### config.mk
export PLATFORM = sky130hd
export DESIGN_NAME = keypad_scanner
export DESIGN_NICKNAME = d
export VERILOG_FILES = /design/src/rtl/keypad_scanner_pkg.sv /design/src/rtl/keypad_scanner_sync_2ff.sv /design/src/rtl/keypad_scanner.sv
export SDC_FILE = /design/constraint.sdc
export NUM_CORES = 1
export LEC_CHECK = 0
export CAP_MARGIN = 40
export CORE_AREA = 4 4 75 77
export CTS_CLUSTER_SIZE = 20
export DETAILED_ROUTE_END_ITERATION = 8
export DIE_AREA = 0 0 79 81
export DONT_BUFFER_PORTS = 1
export SLEW_MARGIN = 10
export SYNTH_ARGS = -nofsm -noshare
export SYNTH_HDL_FRONTEND = slang
export SYNTH_SLANG_ARGS = --single-unit
### constraint.sdc
create_clock -name CLK -period 3.8 [get_ports CLK]
set_input_delay 0.38 -clock CLK [delete_from_list [all_inputs] [get_ports CLK]]
set_output_delay 0.38 -clock CLK [all_outputs]
set_load 0.03 [all_outputs]
### src/rtl/keypad_scanner_pkg.sv
// rtl/keypad_scanner_pkg.sv - shared FSM state type, reset column pattern and scan helpers
package keypad_scanner_pkg;

  typedef enum logic [1:0] {
    SCAN     = 2'd0,
    DEBOUNCE = 2'd1,
    HELD     = 2'd2,
    RELEASE  = 2'd3
  } state_e;

  localparam logic [3:0] COL_RESET = 4'b1110;

  // Lowest bit position holding a 0; serves both row selection and column index.
  function automatic logic [1:0] low_index(input logic [3:0] v);
    logic [1:0] idx;
    idx = 2'd0;
    for (int i = 3; i >= 0; i--) begin
      if (!v[i]) idx = 2'(i);
    end
    return idx;
  endfunction

  function automatic logic [3:0] rotate_col(input logic [3:0] c);
    return {c[2:0], c[3]};
  endfunction

endpackage

### src/rtl/keypad_scanner_sync_2ff.sv
// rtl/keypad_scanner_sync_2ff.sv - two-stage synchronizer for the asynchronous keypad rows
module sync_2ff (
  input  logic       CLK,
  input  logic       Reset,
  input  logic [3:0] d,
  output logic [3:0] q
);

  logic [3:0] meta_q;
  logic [3:0] sync_q;

  // Clears to all-ones so a reset looks like "no key" downstream.
  always_ff @(posedge CLK) begin
    if (Reset) begin
      meta_q <= 4'hF;
      sync_q <= 4'hF;
    end else begin
      meta_q <= d;
      sync_q <= meta_q;
    end
  end

  assign q = sync_q;

endmodule

### src/rtl/keypad_scanner.sv
// rtl/keypad_scanner.sv - 4x4 matrix keypad scanner with debounce and valid/ready key output
module keypad_scanner
  import keypad_scanner_pkg::*;
#(
  parameter int SCAN_DIV  = 50000,
  parameter int DEB_TICKS = 20
) (
  input  logic       CLK,
  input  logic       Reset,
  input  logic [3:0] row_in,
  output logic [3:0] col_out,
  output logic [3:0] key_code,
  output logic       key_valid,
  input  logic       key_ready,
  output logic       key_down,
  output logic       overrun
);

  localparam int DIV_W = (SCAN_DIV > 1) ? $clog2(SCAN_DIV) : 1;
  localparam int DEB_W = $clog2(DEB_TICKS) + 1;
  localparam logic [DIV_W-1:0] DIV_LAST = DIV_W'(SCAN_DIV - 1);
  localparam logic [DEB_W-1:0] DEB_LAST = DEB_W'(DEB_TICKS - 1);

  logic [3:0]       rs;
  logic [DIV_W-1:0] div_q, div_d;
  state_e           state_q, state_d;
  logic [3:0]       col_q, col_d;
  logic [1:0]       row_idx_q, row_idx_d;
  logic [DEB_W-1:0] deb_q, deb_d;
  logic [3:0]       key_code_q, key_code_d;
  logic             key_valid_q, key_valid_d;
  logic             key_down_q, key_down_d;
  logic             overrun_q, overrun_d;
  logic             tick, row_hi, confirm, accept;

  sync_2ff u_sync (
    .CLK   (CLK),
    .Reset (Reset),
    .d     (row_in),
    .q     (rs)
  );

  assign tick   = (div_q == DIV_LAST);
  assign row_hi = rs[row_idx_q];
  assign accept = key_valid_q && key_ready;

  always_comb begin
    div_d     = tick ? '0 : div_q + 1'b1;
    state_d   = state_q;
    col_d     = col_q;
    row_idx_d = row_idx_q;
    deb_d     = deb_q;
    confirm   = 1'b0;
    if (tick) begin
      case (state_q)
        SCAN: begin
          if (rs != 4'hF) begin
            row_idx_d = low_index(rs);
            deb_d     = '0;
            state_d   = DEBOUNCE;
          end else begin
            col_d = rotate_col(col_q);
          end
        end
        DEBOUNCE: begin
          if (row_hi) begin
            col_d   = rotate_col(col_q);
            state_d = SCAN;
          end else if (deb_q == DEB_LAST) begin
            confirm = 1'b1;
            state_d = HELD;
          end else begin
            deb_d = deb_q + 1'b1;
          end
        end
        HELD: begin
          if (row_hi) begin
            deb_d   = '0;
            state_d = RELEASE;
          end
        end
        RELEASE: begin
          if (!row_hi) begin
            state_d = HELD;
          end else if (deb_q == DEB_LAST) begin
            col_d   = rotate_col(col_q);
            state_d = SCAN;
          end else begin
            deb_d = deb_q + 1'b1;
          end
        end
        default: state_d = SCAN;
      endcase
    end

    // A confirm in the accept cycle reloads the slot instead of letting valid drop.
    key_valid_d = key_valid_q && !accept;
    key_code_d  = key_code_q;
    overrun_d   = overrun_q;
    if (confirm) begin
      if (!key_valid_q || accept) begin
        key_code_d  = {row_idx_q, low_index(col_q)};
        key_valid_d = 1'b1;
      end else begin
        overrun_d = 1'b1;
      end
    end
    key_down_d = (state_d == HELD) || (state_d == RELEASE);
  end

  always_ff @(posedge CLK) begin
    if (Reset) begin
      div_q       <= '0;
      state_q     <= SCAN;
      col_q       <= COL_RESET;
      row_idx_q   <= '0;
      deb_q       <= '0;
      key_code_q  <= '0;
      key_valid_q <= 1'b0;
      key_down_q  <= 1'b0;
      overrun_q   <= 1'b0;
    end else begin
      div_q       <= div_d;
      state_q     <= state_d;
      col_q       <= col_d;
      row_idx_q   <= row_idx_d;
      deb_q       <= deb_d;
      key_code_q  <= key_code_d;
      key_valid_q <= key_valid_d;
      key_down_q  <= key_down_d;
      overrun_q   <= overrun_d;
    end
  end

  assign col_out   = col_q;
  assign key_code  = key_code_q;
  assign key_valid = key_valid_q;
  assign key_down  = key_down_q;
  assign overrun   = overrun_q;

endmodule

### Yosys cells after proc, flatten, opt, wreduce, memory -nomap -nowiden

Cells that the tools add are included.

* register bits: 45
* input port bits: 7
* word-level logic and storage cells: 79

* add/sub/neg operators: 2
* order comparisons: 1
* eq/ne operators: 15
* muxes and demuxes: 35
* bitwise logic cells: 1
* reductions and logical operators: 14

Operators with widths (number)
* 2-to-1 mux 2 bit: 15
* 2-to-1 mux 6 bit: 5
* one-hot mux 6 bit (4 select lines): 1
* adder 16 x 1 -> 16 bit, second input constant: 1
* equality test 16 bit, second input constant: 1
* 2-to-1 mux 4 bit: 4
* inequality test 2 bit, second input constant: 7
* one-hot mux 4 bit (3 select lines): 1
* equality test 2 bit, second input constant: 4
* one-hot mux 2 bit (4 select lines): 1
* 2-to-1 mux 1 bit: 7
* adder 6 x 1 -> 6 bit, second input constant: 1
* equality test 6 x 5 -> 1 bit, second input constant: 1
* AND reduction 6 bit: 1
* AND reduction 5 bit: 1
* inequality test 4 bit, second input constant: 1
* AND reduction 2 bit: 2
* < comparator 2 x 3 -> 1 bit, second input constant: 1
* AND reduction 3 bit: 1
* nonzero test 3 bit: 1
* binary-select mux 1 bit (select 2 bit): 1
* equality test 2 x 1 -> 1 bit, second input constant: 1
* logical AND 1 bit: 2
* zero test 1 bit: 2
* 4 further kinds: 5

### Logic depth before layout (Yosys ltp)

* depth in word-level cells: 7
* depth in mapped cells: 8

### Modules after synthesis

Synthesis repeated with hierarchy kept, for this count alone.

* cell total of the unflattened synthesis: 217
* area, all modules: 1985.7 µm²

Modules (own cells, without submodules)
* keypad_scanner: times used 1, cells each 201, area each 1775.5 µm², sequential area each 740.7 µm²
* sync_2ff: times used 1, cells each 16, area each 210.2 µm², sequential area each 160.2 µm²

### Worst setup path before layout

Ideal clock, no wire load.

* path kind: register -> register
* start point: register div_q[7]
* end point: register deb_q[4]
* setup time: 71 ps
* arrival: 2322 ps
* path slack: 1408 ps
* cell stages (with the launch flop): 8
* path buffers: 2
* path through: dfxtp_1 > or4_1 > or4_1 > buf_6 > nand4b_4 > buf_6 > or4_1 > a21oi_1

* longest elaborated chain between the ends: 2

RTL lines
* start, declared: RTL line keypad_scanner.sv:25 `logic [DIV_W-1:0] div_q, div_d;`
* start signal, assigned: RTL line keypad_scanner.sv:123 `div_q <= div_d;`
* equality test 16 bit: RTL line keypad_scanner.sv:43 `assign tick = (div_q == DIV_LAST);`
* AND reduction 5 bit (no source line)
* end signal, assigned: RTL line keypad_scanner.sv:117 `deb_q <= '0;`
* end signal, assigned: RTL line keypad_scanner.sv:127 `deb_q <= deb_d;`
* end, declared: RTL line keypad_scanner.sv:29 `logic [DEB_W-1:0] deb_q, deb_d;`

Every way passes these cells.
A chain may end at the register's enable or synchronous reset.

### Worst setup path in the final report

* start point: register div_q[7]
* end point: register deb_q[3]

Same word-level chain as after synthesis.

==> metrics.txt <==
status completed; area inside the core boundary about 5000 um2; worst-case register-to-register setup slack roughly 1.3 ns; ports placed on the boundary 18; first-pass GRT wire length ~5900 um; leakage power summed over all cells between 0.7 and 0.8 nW; initial DRC count 36; post-route clock period utilization 0.664; startpoint of the tightest hold check path Reset; total area of sequential cells approximately 900 um2; footprint of the multi-input gates around 950 um2; Finished Layout Cells 280; clock insertion delay at the later pin of the skew report around 0.29 ns; cells taking the most area after synthesis sky130_fd_sc_hd__dfxtp_1 (46%), sky130_fd_sc_hd__nor2_1 (5.6%), sky130_fd_sc_hd__a21oi_1 (3.4%); Worst Path Max Fanout 12; Final min period ~2.5 ns; count of yosys warnings during synthesis 0; most common cell in the netlist sky130_fd_sc_hd__dfxtp_1; cell taking the most area after synthesis sky130_fd_sc_hd__dfxtp_1; post-layout utilization of the core 0.417; overall via count from detail_route between 1k and 1.5k; sequential cell fraction of total power 0.559; pin slew with the least headroom to its limit around 0.59 ns; TritonCTS Buffers 5; # Max-Cap Violations 0; CTS tree done; combinational group share of total power 0.024; worst endpoint data arrival time 2.75 ns; area grow syn2layout 7.68%; Worst Clk Skew ~0.014 ns; Slew Limit Fails 0; routability congestion estimate from global placement 0.748; Fill cells between 500 and 600; fraction of power consumed by the clock network 0.418; minimum setup slack after placement ~1.3 ns; largest net degree at the start of global routing 31; count of TritonRoute iterations in the first routing pass 4; share of flip-flops with an asynchronous set or reset after synthesis 0; routed wire length per instance between 10 and 15 um; worst min-delay path class in2reg; Post-synth top cells sky130_fd_sc_hd__dfxtp_1 (45), sky130_fd_sc_hd__nor2_1 (29), sky130_fd_sc_hd__a21oi_1 (13), sky130_fd_sc_hd__nand2_1 (13), sky130_fd_sc_hd__nand3_1 (10); final cell area excluding filler cells approximately 2100 um2; CTS sink cnt 45; peak clock frequency supported by timing roughly 0.4 GHz; unrepaired setup endpoints after global routing no; number of resized instances in the post-cts repair step 0; switching power between 0.15 and 0.2 mW; synthesized area between 1500 and 2000 um2; initial antenna violation count 0; total count of hold-check failures in the final report 0; Final Net Count between 200 and 250; part of the Yosys area used for sequential elements 0.465; ANT nets after route 0; placed cell count 272; # rows 26; count of flip-flops with a built-in enable after synthesis 0; number of buffers inserted by post-CTS setup repair 0; data required time of the worst path just over 4 ns; logic depth of the worst register-to-register path 5; worst reg2reg path endpoint deb_q[3]; setup tns final 0 ns; Netlist cell types 40; Die W a little under 80 um; overall die height around 81 um; cell at the root of the clock tree sky130_fd_sc_hd__clkbuf_8; H-tree Lvls 2; total routed wirelength between 3000 and 4000 um; full die area between 6000 and 7000 um2; Avg Vias per Cell a little under 5; power density over the cells 413 nW/um2; Placed Instance Area 1970 um2; placed wire-length estimate about 2400 um; count of port buffers added during placement 0; count of state elements after synthesis 45; vias in the first global route around 1.3k; largest buffer count on any clock path 2; grt total ovfl 0; max_slew headroom 0.606; portion of synthesized cell area occupied by the leading cell type 0.465; endpoint class of the critical path flop; number of DRC violations after detailed routing 0; Most used DFF post-synth sky130_fd_sc_hd__dfxtp_1; setup slack after layout 1.28 ns; worst hold path depth 1; synthesized instance count about 210; P_int ~0.7 mW; clock input transition at the sequential cells of the worst setup and hold paths roughly 0.090 ns; number of hold buffers added after cts 0; Antenna Diode Count 0; synthesized net count 221; critical path class reg2reg; total track usage 0.115; startpoint of the lowest-slack register-to-register path div_q[7]; IR drop worst, VDD between 0.2 and 0.25 mV; destination of the worst hold path key_code[1]; sort of element at the start of the critical path flop; fraction of power spent switching nets 0.208; starting utilization of the core area 0.387; Post-Synthesis Mean Instance Area around 9.1 um2; fraction of layout cells with a size suffix above 1 0.100; count of endpoints failing setup in the final report 0
## cell type report
| cell class | count | share of cell area |
|---|---|---|
| clock inverter | 3 | 0.0222 |
| sequential | 45 | 0.431 |
| inverter | 8 | 0.0144 |
| clock buffer | 5 | 0.0330 |
| multi-input combinational | 149 | 0.457 |
| tap | 70 | 0.0419 |
## metrics by stage
step	hold slack (ns)	power, mW
floorplan	0.389	0.514
global placement	0.393	0.514
detailed placement	0.393	0.514
CTS	0.136	0.876
global route	0.123	0.899
finish	0.151	0.863
## power by group through the flow
stage | sequential [mW] | combinational, mW | clock (mW)
after floorplan | 0.492 | 0.0214 | 0
after global placement | 0.493 | 0.0205 | 0
after detailed placement | 0.494 | 0.0207 | 0
after CTS | 0.482 | 0.0208 | 0.373
after global routing | 0.484 | 0.0234 | 0.392
final | 0.482 | 0.0204 | 0.360
## cell usage in the layout (no fill, tap or decap), types with 4 or more instances in the layout
cell | netlist | routed
sky130_fd_sc_hd__and3_1 | 4 | 4
sky130_fd_sc_hd__inv_1 | 8 | 8
sky130_fd_sc_hd__a21oi_1 | 13 | 13
sky130_fd_sc_hd__xnor2_1 | 6 | 6
sky130_fd_sc_hd__nand3_1 | 10 | 10
sky130_fd_sc_hd__o21ai_0 | 7 | 7
sky130_fd_sc_hd__a211o_1 | 4 | 4
sky130_fd_sc_hd__nor2_1 | 29 | 29
sky130_fd_sc_hd__nor2b_1 | 4 | 4
sky130_fd_sc_hd__or2_2 | 9 | 9
sky130_fd_sc_hd__or4_1 | 5 | 5
sky130_fd_sc_hd__xor2_1 | 6 | 6
sky130_fd_sc_hd__mux2i_1 | 5 | 5
sky130_fd_sc_hd__nand2_1 | 13 | 13
sky130_fd_sc_hd__clkbuf_8 | 0 | 5
sky130_fd_sc_hd__dfxtp_1 | 45 | 45
sky130_fd_sc_hd__nor3_1 | 4 | 4
## layer usage
layer / part of all wire / GRT usage / vias to the layer above
li1: - / - / 729
met1: 0.47 / 0.144 / 640
met2: 0.48 / 0.189 / 20
met3: 0.042 / 0.0388 / 4
met4: 0.0075 / 0.0309 / 0
met5: 0 / 0 / -
## cell families after synthesis
kind of cell	share of synthesized area
AOI/OAI and AO/OA	0.121
DFF	0.465
muxes	0.0374
adders and majority gates	0.0129
xor gates and xnor gates	0.0542
buffers and inverters	0.0432
and+or+nand+nor	0.266
## worst max-delay path by stage
stage | start | end | cells after the start
3_5_place_dp | div_q[7] | col_out[2] | 5
4_1_cts | div_q[7] | deb_q[5] | 5
2_1_floorplan | div_q[7] | deb_q[4] | 7
3_3_place_gp | div_q[7] | deb_q[5] | 5
6_report | div_q[7] | deb_q[3] | 5
5_1_grt | div_q[0] | deb_q[4] | 6
## registers in the layout, indices dropped and copies added, names as in the netlist
register,flops
deb_q,6
u_sync.q,4
key_valid,1
key_down,1
u_sync.meta_q,4
row_idx_q,2
state_q,2
key_code,4
overrun,1
div_q,16
col_out,4
## critical path, stage by stage, from the launching register on
cell                       delay [ns]
sky130_fd_sc_hd__dfxtp_1         0.34
sky130_fd_sc_hd__or4_1           0.52
sky130_fd_sc_hd__or4_1           0.65
sky130_fd_sc_hd__nand4b_4        0.30
sky130_fd_sc_hd__or4b_1          0.50
sky130_fd_sc_hd__a21oi_1         0.15
(Power assumes the default switching activity.)
